## src/rtl/board_shift_seq.sv

```systemverilog
// Diagonal board-shift engine for the checkers move generator (shift/ray modes).
// Define BOARD_SHIFT_EARLY_EXIT_EN to stop a run as soon as the bitmap empties.
module board_shift_seq #(
    parameter int ROWS   = 8,
    parameter int COLS   = 4,
    parameter int STEP_W = 3,
    localparam int N     = ROWS * COLS
) (
    input  logic              clock,
    input  logic              reset_n,
    input  logic              in_valid,
    output logic              in_ready,
    input  logic [N-1:0]      in_board,
    input  logic [N-1:0]      in_block,
    input  logic [1:0]        in_dir,
    input  logic [STEP_W-1:0] in_steps,
    input  logic              in_mode,
    output logic              out_valid,
    input  logic              out_ready,
    output logic [N-1:0]      out_board,
    output logic [STEP_W-1:0] out_steps_done
);

    localparam logic [1:0] IDLE = 2'd0;
    localparam logic [1:0] RUN  = 2'd1;
    localparam logic [1:0] DONE = 2'd2;

    logic [1:0]        state;
    logic [1:0]        dir_q;
    logic [STEP_W-1:0] steps_q;
    logic [STEP_W-1:0] cnt_q;
    logic              mode_q;
    logic [N-1:0]      block_q;
    logic [N-1:0]      cur_q;
    logic [N-1:0]      acc_q;

    logic [N-1:0]      sh_ul, sh_ur, sh_dl, sh_dr;
    logic [N-1:0]      shifted;
    logic [N-1:0]      nxt_cur;
    logic [STEP_W-1:0] nxt_cnt;
    logic              stop;

    // Each destination square pulls from its unique source; rows alternate offset.
    for (genvar r = 0; r < ROWS; r++) begin : g_row
        for (genvar c = 0; c < COLS; c++) begin : g_col
            localparam int I = r * COLS + c;
            if (r == 0) begin : g_no_dn
                assign sh_dr[I] = 1'b0;
                assign sh_dl[I] = 1'b0;
            end else if (r % 2 == 1) begin : g_dn_even_src
                assign sh_dr[I] = cur_q[I-COLS];
                if (c < COLS - 1) begin : g_dl
                    assign sh_dl[I] = cur_q[I-COLS+1];
                end else begin : g_dl0
                    assign sh_dl[I] = 1'b0;
                end
            end else begin : g_dn_odd_src
                assign sh_dl[I] = cur_q[I-COLS];
                if (c > 0) begin : g_dr
                    assign sh_dr[I] = cur_q[I-COLS-1];
                end else begin : g_dr0
                    assign sh_dr[I] = 1'b0;
                end
            end
            if (r == ROWS - 1) begin : g_no_up
                assign sh_ur[I] = 1'b0;
                assign sh_ul[I] = 1'b0;
            end else if (r % 2 == 0) begin : g_up_odd_src
                assign sh_ul[I] = cur_q[I+COLS];
                if (c > 0) begin : g_ur
                    assign sh_ur[I] = cur_q[I+COLS-1];
                end else begin : g_ur0
                    assign sh_ur[I] = 1'b0;
                end
            end else begin : g_up_even_src
                assign sh_ur[I] = cur_q[I+COLS];
                if (c < COLS - 1) begin : g_ul
                    assign sh_ul[I] = cur_q[I+COLS+1];
                end else begin : g_ul0
                    assign sh_ul[I] = 1'b0;
                end
            end
        end
    end

    always_comb begin
        shifted = '0;
        unique case (dir_q)
            2'd0: shifted = sh_ul;
            2'd1: shifted = sh_ur;
            2'd2: shifted = sh_dl;
            2'd3: shifted = sh_dr;
            default: shifted = '0;
        endcase
    end

    assign nxt_cur = mode_q ? (shifted & ~block_q) : shifted;
    assign nxt_cnt = cnt_q + STEP_W'(1);

`ifdef BOARD_SHIFT_EARLY_EXIT_EN
    assign stop = (nxt_cnt == steps_q) || (nxt_cur == '0);
`else
    assign stop = (nxt_cnt == steps_q);
`endif

    always_ff @(posedge clock) begin
        if (!reset_n) begin
            state   <= IDLE;
            dir_q   <= '0;
            steps_q <= '0;
            cnt_q   <= '0;
            mode_q  <= 1'b0;
            block_q <= '0;
            cur_q   <= '0;
            acc_q   <= '0;
        end else begin
            unique case (state)
                IDLE: begin
                    if (in_valid) begin
                        dir_q   <= in_dir;
                        steps_q <= in_steps;
                        mode_q  <= in_mode;
                        block_q <= in_block;
                        cur_q   <= in_board;
                        acc_q   <= in_board;
                        cnt_q   <= '0;
                        state   <= (in_steps == '0) ? DONE : RUN;
                    end
                end
                RUN: begin
                    cur_q <= nxt_cur;
                    if (mode_q) begin
                        acc_q <= acc_q | nxt_cur;
                    end
                    cnt_q <= nxt_cnt;
                    if (stop) begin
                        state <= DONE;
                    end
                end
                DONE: begin
                    if (out_ready) begin
                        state <= IDLE;
                    end
                end
                default: state <= IDLE;
            endcase
        end
    end

    assign in_ready       = (state == IDLE);
    assign out_valid      = (state == DONE);
    assign out_board      = out_valid ? (mode_q ? acc_q : cur_q) : '0;
    assign out_steps_done = out_valid ? cnt_q : '0;

endmodule

```

## config.mk

```make
export PLATFORM = sky130hd
export DESIGN_NAME = board_shift_seq
export DESIGN_NICKNAME = d
export VERILOG_FILES = /design/src/rtl/board_shift_seq.sv
export SDC_FILE = /design/constraint.sdc
export NUM_CORES = 1
export LEC_CHECK = 0
export BUFFER_PORTS_ARGS = -buffer_cell sky130_fd_sc_hd__buf_2
export CAP_MARGIN = 20
export CELL_PAD_IN_SITES_DETAIL_PLACEMENT = 1
export CELL_PAD_IN_SITES_GLOBAL_PLACEMENT = 1
export CORE_MARGIN = 3
export CORE_UTILIZATION = 40
export CTS_BUF_LIST = sky130_fd_sc_hd__clkbuf_16
export DETAILED_ROUTE_END_ITERATION = 7
export GPL_ROUTABILITY_DRIVEN = 0
export HOLD_SLACK_MARGIN = 0.03
export PLACE_DENSITY = 0.9
export SYNTH_ARGS = -nofsm -noshare
export SYNTH_HDL_FRONTEND = slang
export SYNTH_SLANG_ARGS = --single-unit
```

## constraint.sdc

```tcl
create_clock -name clock -period 3.7 [get_ports clock]
set_input_delay 0 -clock clock [delete_from_list [all_inputs] [get_ports clock]]
set_output_delay 0 -clock clock [all_outputs]
set_load 0.05 [all_outputs]
```

=== Yosys cells after proc, flatten, opt, wreduce, memory -nomap -nowiden ===
Cells that the tools add are included.

* Bitwise gates (word level): 3
* Add/subtract/negate cells: 1
* Equal/unequal tests: 10
* Mux-type cells: 16
* Reductions and logical operators: 8

{| class="wikitable"
|+ Operators by type and width
! operator !! count
|-
| 2-to-1 mux 32 bit || 5
|-
| one-hot mux 32 bit (2 select lines) || 2
|-
| one-hot mux 32 bit (4 select lines) || 1
|-
| AND 32 bit || 1
|-
| inverter 32 bit || 1
|-
| OR 32 bit || 1
|-
| 2-to-1 mux 2 bit || 4
|-
| equality test 2 bit, second input constant || 3
|-
| 2-to-1 mux 3 bit || 2
|-
| != test 2 bit, second input constant || 3
|-
| one-hot mux 2 bit (3 select lines) || 1
|-
| one-hot mux 3 bit (2 select lines) || 1
|-
| AND reduction 3 bit || 2
|-
| equality test 2 x 1 -> 1 bit, second input constant || 2
|-
| logical NOT 2 bit || 2
|-
| AND reduction 2 bit || 2
|-
| adder 3 x 1 -> 3 bit, second input constant || 1
|-
| equality test 3 bit || 1
|-
| logical NOT 3 bit || 1
|-
| != test 2 x 1 -> 1 bit, second input constant || 1
|-
| nonzero test 2 bit || 1
|}

* Logic and storage cells: 46
* Bits in registers: 107
* Input port bits: 74

=== Logic depth before layout (Yosys ltp) ===
Gate-level depths: netlist (run 1).

* Depth after elaboration: 7
* Gate-level depth with buffers: 7

=== Least setup slack after synthesis (run 1) ===
OpenSTA, ideal clock, no wires.

* Kind: flip-flop to output port
* Start point: register mode_q
* End point: output port out_board[20]
* Buffers on the path: 3
* Slack: 2.073 ns
* Arrival: 1.627 ns
* Data required time: 3.700 ns
* Stages on the path, launching flop included: 6
* Cells stage by stage: dfxtp_1 buf_4 buf_4 buf_4 mux2i_1 nor2_1

* Cells in the longest elaborated chain, start to end: 2

{| class="wikitable"
|+ Ends and longest elaborated chain
! what !! line !! text
|-
| start: declaration || 32 || <nowiki>logic mode_q;</nowiki>
|-
| start signal: assignment || 122 || <nowiki>mode_q <= in_mode;</nowiki>
|-
| 2-to-1 mux 32 bit (2 in a row) || 152 || <nowiki>assign out_board = out_valid ? (mode_q ? acc_q : cur_q) : '0;</nowiki>
|-
| end: declaration || 20 || <nowiki>output logic [N-1:0] out_board,</nowiki>
|}

Every way passes these cells.

=== Worst setup path in the final report (run 1) ===
* Start point: register state[1]
* End point: register cur_q[11]

* Cells in the longest elaborated chain, start to end: 3
* Elaborated cells on any way between the ends: 6
* Classes of those cells: eq/ne: 2; mux: 1; reduce/logical: 3

{| class="wikitable"
|+ Ends and longest elaborated chain
! what !! line !! text
|-
| start: declaration || 28 || <nowiki>logic [1:0] state;</nowiki>
|-
| start signal: assignment || 127 || <nowiki>state <= (in_steps == '0) ? DONE : RUN;</nowiki>
|-
| equality test 2 x 1 -> 1 bit or logical NOT 2 bit (tied branches) || 117 || <nowiki>unique case (state)</nowiki>
|-
| nonzero test 2 bit (no source line) or != test 2 bit (tied branches) || n/a ||
|-
| AND reduction 2 bit (no source line) || n/a ||
|-
| end signal: assignment || 124 || <nowiki>cur_q <= in_board;</nowiki>
|-
| end signal: assignment || 131 || <nowiki>cur_q <= nxt_cur;</nowiki>
|-
| end: declaration || 34 || <nowiki>logic [N-1:0] cur_q;</nowiki>
|}

Several ways; a longest one is shown, not always the timed one.
A chain may end at the register's enable or synchronous reset.

==> results.json, run 1 <==
{
  "critical_path_slowest_stage_cell": "nand2b_2",
  "drive_gt1_frac": 0.195,
  "vdd_ir_drop_max_mv": 0.203,
  "synthArstFlopShare": 0,
  "track_usage": 0.274,
  "synth_seq_area_share": 0.393,
  "via_count_of_the_first_global_routing_pass": 6094,
  "initial_drt_markers": 530,
  "setup_viol_count_final": 0,
  "fillers": 1596,
  "critPathKind": "register to register",
  "ctsHoldBuffers": 71,
  "die_w_um": 123,
  "mostFrequentLayoutCells": "nand2_1 (129), buf_2 (110), dfxtp_1 (105), a21oi_1 (73), dlygate4sd3_1 (71)",
  "synth-main-ff-cell": "dfxtp_1",
  "clkLatencyLatePin_ps": 370,
  "boundaryPins": 111,
  "synth.yosys.warnings": 0,
  "final_total_negative_setup_slack_ps": 0,
  "slew_headroom": 0.303,
  "antenna_found_initial": 0,
  "drc_errors": 0,
  "crit_path_start_kind": "register",
  "finalCritPeriodShare": 0.614,
  "area_growth_pct": 27.4,
  "grt_overflow_total": 0,
  "status": "completed",
  "max_cap_violations": 0,
  "wirelength_um": 20200,
  "crit_chain": "nand2b_2 -> a21oi_1 -> a32oi_1 -> a21oi_1",
  "cts_inserted_buffers": 9,
  "wl_per_cell_um": 20.7,
  "clock_sink_count": 107,
  "avgSynthCellArea_um2": 8.35,
  "ant_nets": 0,
  "timing.critical_path.mode_cell": "a21oi_1",
  "final.min_clock_period_ps": 2270,
  "required_ps": 3930,
  "edff_count_synth": 0,
  "achievable-frequency_mhz": 440,
  "timing_worst_slew_pin_value_ps": 1050,
  "rsz0062_at_grt": "no",
  "finalMaxSlewViolations": 0,
  "die_h_um": 123,
  "io_buffers": 110,
  "synthesis.nets": 727,
  "cts.clk_slew.worst_paths_ps": 80,
  "clock-root-buffer": "clkbuf_16",
  "final.setup_skew_ps": 16.2,
  "core-area_um2": 13300,
  "fp-row-count": 42,
  "detailroute.via_count": 5665,
  "drt-pass1-iter-count": 5,
  "power-per-cell-area_nw_per_um2": 453,
  "wire_length_of_the_first_global_routing_pass_um": 32100,
  "hpwl_um": 13100,
  "n_antenna_cell": 0,
  "cp.arrival_ps": 2500,
  "synth.distinct_cells": 46,
  "cts_setup_buffers": 0,
  "final_common_cell": "nand2_1",
  "final_hold_viol_count": 0,
  "critical-path-max-stage-delay_ps": 920,
  "synthesis.area_um2": 5450,
  "starting_density": 0.410,
  "ys_ff_latch": 107,
  "critPathCaptureType": "register",
  "reg2reg_setup_slack_ps": 1430,
  "min-delay-path-class": "input pin to register",
  "detail_route.vias_per_cell": 5.82,
  "path_max_fanout": 43,
  "tritoncts_clock_tree": "yes",
  "syn_inst": 652,
  "die_area_um2": 15100,
  "number_of_instances_resized_during_post_cts_repair": 0,
  "clockBufferDepth": 2,
  "total_power_mw": 3.14,
  "clock_tree.htree_level_count": 3,
  "p_leak_nw": 2.71,
  "nNetsFinal": 868,
  "grt_start_max_net_pins": 56
}
power breakdown:
group,switching (mW),internal (mW)
clock,0.461,0.455
sequential,0.144,1.28
combinational,0.487,0.320
total,1.09,2.05
metal layers:
| metal | track usage | share of wire |
|---|---|---|
| met4 | 0.130 | 0.036 |
| met1 | 0.327 | 0.40 |
| met2 | 0.484 | 0.51 |
| met5 | 0 | 0 |
| met3 | 0.0373 | 0.055 |
Yosys cell counts (all sizes together) (2+ instances only):
library cell	instances	area share
nand2	129	0.089
dfxtp	107	0.39
a21oi	74	0.069
mux2i	61	0.11
nor2	48	0.033
buf	45	0.055
o21ai	31	0.028
clkbuf	17	0.012
nand4	16	0.018
o221ai	13	0.021
a211oi	12	0.017
a221o	12	0.022
o22ai	10	0.011
nand2b	7	0.0080
nor2b	7	0.0080
mux2	6	0.012
a22o	5	0.0080
a22oi	5	0.0069
a31oi	5	0.0057
nand3	5	0.0046
a2111oi	4	0.013
inv	4	0.0028
a32oi	3	0.0048
and2	3	0.0034
and4	3	0.0048
o211ai	3	0.0041
xnor2	3	0.0048
o2111ai	2	0.0032
or2	2	0.0023
cells by family after synthesis:
family | after synthesis | synth area share
compound gates | 181 | 0.217
mux | 68 | 0.129
simple gates | 225 | 0.182
buf+inv | 66 | 0.0698
xor+xnor | 4 | 0.00643
fa+ha+maj | 1 | 0.00230
flops | 107 | 0.393
sequential cells by signal, indices dropped and copies added (netlist names):
register  count
mode_q        1
block_q      32
cnt_q         3
cur_q        32
state         2
acc_q        32
dir_q         2
steps_q       3
path summary, 6_finish.rpt:
| check | start | endpoint | cells past startpoint |
|---|---|---|---|
| max reg2reg | state[1]$_SDFFE_PN0P_ | cur_q[11]$_SDFFE_PN0P_ | 4 |
| max | state[1]$_SDFFE_PN0P_ | cur_q[11]$_SDFFE_PN0P_ | 4 |
| min | in_board[0] | cur_q[0]$_SDFFE_PN0P_ | 3 |
| min reg2reg | acc_q[29]$_SDFFE_PN0P_ | acc_q[29]$_SDFFE_PN0P_ | 2 |
area by class of cell:
class                   count  area, µm²  area share
clock buffers               9        225      0.0324
clock inverters             7       45.0     0.00649
inverters                   4       15.0     0.00216
multi-input cells         479       2930       0.423
flip-flops and latches    107       2140       0.309
well taps                 176        220      0.0317
repair buffers            192       1360       0.195
per-stage QoR:
| step | setup slack [ps] | instance area (µm²) | util | instances | hold slack, ps |
|---|---|---|---|---|---|
| after floorplan | 2070 | 5450 | - | 652 | 136 |
| after global placement | 1590 | 5960 | 0.448 | 887 | 243 |
| after detailed placement | 1520 | 5960 | 0.448 | 887 | 252 |
| after CTS | 1430 | 6940 | 0.522 | 974 | 52.4 |
| after global routing | 1240 | 6940 | 0.522 | 974 | 111 |
| final | 1430 | 6940 | 0.522 | 974 | 57.1 |
worst max-delay path, delay by kind of cell (launching register included):
kind	cells	cell delay, ps
DFF	1	650
AOI/OAI and AO/OA	3	570
and+or+nand+nor	1	920
Note: power is estimated with default switching activity, not from simulation.
==> run 2, diff against run 1 <==
ABC_AREA = 1   (was unset)
CORE_UTILIZATION = 35   (was 40)
PLACE_DENSITY = 0.88   (was 0.9)
clock period = 1.8 ns   (was 3.7 ns; I/O delays follow)
==> results.json, run 2 <==
{
  "status": "completed",
  "switching_share": 0.458,
  "avgSynthCellArea_um2": 6.22,
  "ys_ff_latch": 107,
  "critPathCaptureType": "primary output",
  "nNetsFinal": 1148,
  "edff_count_synth": 0,
  "rr_startpoint": "state[1]$_SDFFE_PN0P_",
  "post_synth_most_frequent_cells": "nand2_1 (227), nor2_1 (119), a21oi_1 (117)",
  "die_h_um": 133,
  "reg2reg_setup_slack_ps": 100,
  "drt-pass1-iter-count": 5,
  "clock_sink_count": 107,
  "synthArstFlopShare": 0,
  "slew_headroom": 0.616,
  "synth.top_cells.by_area": "dfxtp_1 (38%), nand2_1 (15%), a21oi_1 (10%)",
  "worstHoldEndpoint": "cur_q[11]$_SDFFE_PN0P_",
  "synth-main-ff-cell": "dfxtp_1",
  "final.setup_skew_ps": 12.7,
  "max_cap_violations": 0,
  "comb_power_frac": 0.455,
  "io_buffers": 110,
  "p_int_mw": 5.23,
  "synth.distinct_cells": 22,
  "initial_drt_markers": 653,
  "wl_per_cell_um": 18.3,
  "final.min_clock_period_ps": 1780,
  "synth_seq_area_share": 0.377,
  "ant_nets": 0,
  "clockBufferDepth": 2,
  "critPathKind": "register to primary output",
  "hpwl_um": 14300,
  "detailroute.via_count": 6837,
  "clock-root-buffer": "clkbuf_16",
  "area_growth_pct": 33.3,
  "power.sequential.fraction": 0.357,
  "timing_worst_slew_pin_value_ps": 574,
  "path_max_fanout": 16,
  "grt_start_max_net_pins": 67,
  "clkLatencyLatePin_ps": 370,
  "finalMaxSlewViolations": 0,
  "boundaryPins": 111,
  "final_common_cell": "nand2_1",
  "via_count_of_the_first_global_routing_pass": 7109,
  "core-area_um2": 15500,
  "cp.arrival_ps": 1780,
  "cts_inserted_buffers": 9,
  "registers_with_the_highest_flip_flop_counts": "acc_q x32, block_q x32, cur_q x32",
  "synth_area_leader_cell": "dfxtp_1",
  "startpoint": "state[1]$_SDFFE_PN0P_",
  "p_leak_nw": 3.43,
  "setup_viol_count_final": 0,
  "place_area_um2": 6510,
  "cts.clk_slew.worst_paths_ps": 80,
  "share_clk_of_total_power": 0.188,
  "vdd_ir_drop_max_mv": 0.562,
  "wirelength_um": 23500,
  "grt_overflow_total": 0,
  "crit_path_start_kind": "register",
  "finalCritPeriodShare": 0.987,
  "required_ps": 1800,
  "final_hold_viol_count": 0,
  "postLayoutCellArea_um2": 7580,
  "hold_crit_depth": 5,
  "mostFrequentLayoutCells": "nand2_1 (225), nor2_1 (116), a21oi_1 (109), dfxtp_1 (104), o21ai_0 (100)",
  "detail_route.vias_per_cell": 5.30,
  "antenna_found_initial": 2,
  "min-delay-path-class": "input pin to register",
  "net_sw_power_mw": 4.43,
  "clock_tree.htree_level_count": 3,
  "die_area_um2": 17800,
  "power-per-cell-area_nw_per_um2": 1270,
  "starting_density": 0.366,
  "reg2reg_to": "state[0]$_SDFFE_PN0P_",
  "synthesis.nets": 989,
  "tritoncts_clock_tree": "yes",
  "syn_inst": 914,
  "fp-row-count": 45,
  "synthesis.area_um2": 5690,
  "total_power_mw": 9.66,
  "drc_errors": 0,
  "r2r.worst_path.cells": 9,
  "die_w_um": 133,
  "timing.hold.worst.start": "in_board[11]",
  "wire_length_of_the_first_global_routing_pass_um": 36700,
  "track_usage": 0.259,
  "synth.yosys.warnings": 0,
  "cts_setup_buffers": 0,
  "achievable-frequency_mhz": 563,
  "synthDominantCellAreaShare": 0.377,
  "synth_most_common_cell": "nand2_1",
  "fillers": 2070,
  "drive_gt1_frac": 0.164
}
[run 2: worst max-delay path by stage]
stage	end	slack (ps)	cells after the start
3_5_place_dp	cur_q[7]$_SDFFE_PN0P_	210	7
6_report	out_board[31]	20	6
4_1_cts	out_board[0]	-40	6
5_1_grt	out_board[31]	-20	6
2_1_floorplan	out_board[31]	-40	5
3_3_place_gp	acc_q[8]$_SDFFE_PN0P_	300	7
[run 2: cells by family after synthesis]
logic type	after synthesis	synth area share
AND/OR/NAND/NOR	403	0.280
AO/OA/AOI/OAI	256	0.234
buffers and inverters	146	0.106
flip-flops	107	0.377
XOR/XNOR	1	0.00154
adder cells (fa/ha/maj)	1	0.00220
[run 2: metal layers]
metal,vias up,track usage,wire [µm],part of all wire
met1,3255,0.301,9710,0.41
met4,0,0.140,1100,0.047
met3,75,0.0389,1020,0.043
li1,3251,-,-,-
met2,256,0.456,11700,0.50
met5,-,0,0,0
[run 2: critical path, stage by stage, from the launching register on]
cell	delay, ps
dfxtp_4	390
inv_2	90
nor2_4	160
buf_8	190
o21ai_0	110
a21oi_1	210
buf_4	240
[run 2: layout make-up]
class | count | area (µm²) | area share
antenna | 2 | 5.00 | 0.000660
clock inverter | 5 | 23.8 | 0.00314
tap | 211 | 264 | 0.0348
inverter | 84 | 315 | 0.0416
timing repair buffer | 210 | 1590 | 0.210
clock buffer | 9 | 225 | 0.0297
sequential | 107 | 2150 | 0.283
multi-input combinational | 661 | 3010 | 0.397
[run 2: power groups by stage]
| stage | clock network, mW | registers [mW] | logic [mW] |
|---|---|---|---|
| finish | 1.81 | 3.45 | 4.40 |
| global route | 1.93 | 3.50 | 4.82 |
| CTS | 1.83 | 3.38 | 4.20 |
| detailed placement | 0 | 3.43 | 4.01 |
| global placement | 0 | 3.41 | 3.89 |
| floorplan | 0 | 3.26 | 2.89 |
[run 2: stage by stage]
stage               cells  hold slack, ps  TNS, ps   util  setup WS (ps)
global placement     1200             258        0  0.419            297
finish               1289            52.6        0  0.488           23.2
global route         1289            58.2    -50.8  0.488          -21.2
CTS                  1287            38.0    -76.3  0.485          -35.5
floorplan             914             138    -38.3      -          -38.3
detailed placement   1200             265        0  0.419            208
[run 2: repair_timing]
item / 4_1_cts / 5_1_grt
gates resized for setup: 16 / 15
endpoints found under the setup margin: 23 / 46
pin swaps: 0 / 0
cloned: 0 / 0
hold buffers: 73 / 0
hold endpoints to repair: 86 / 0
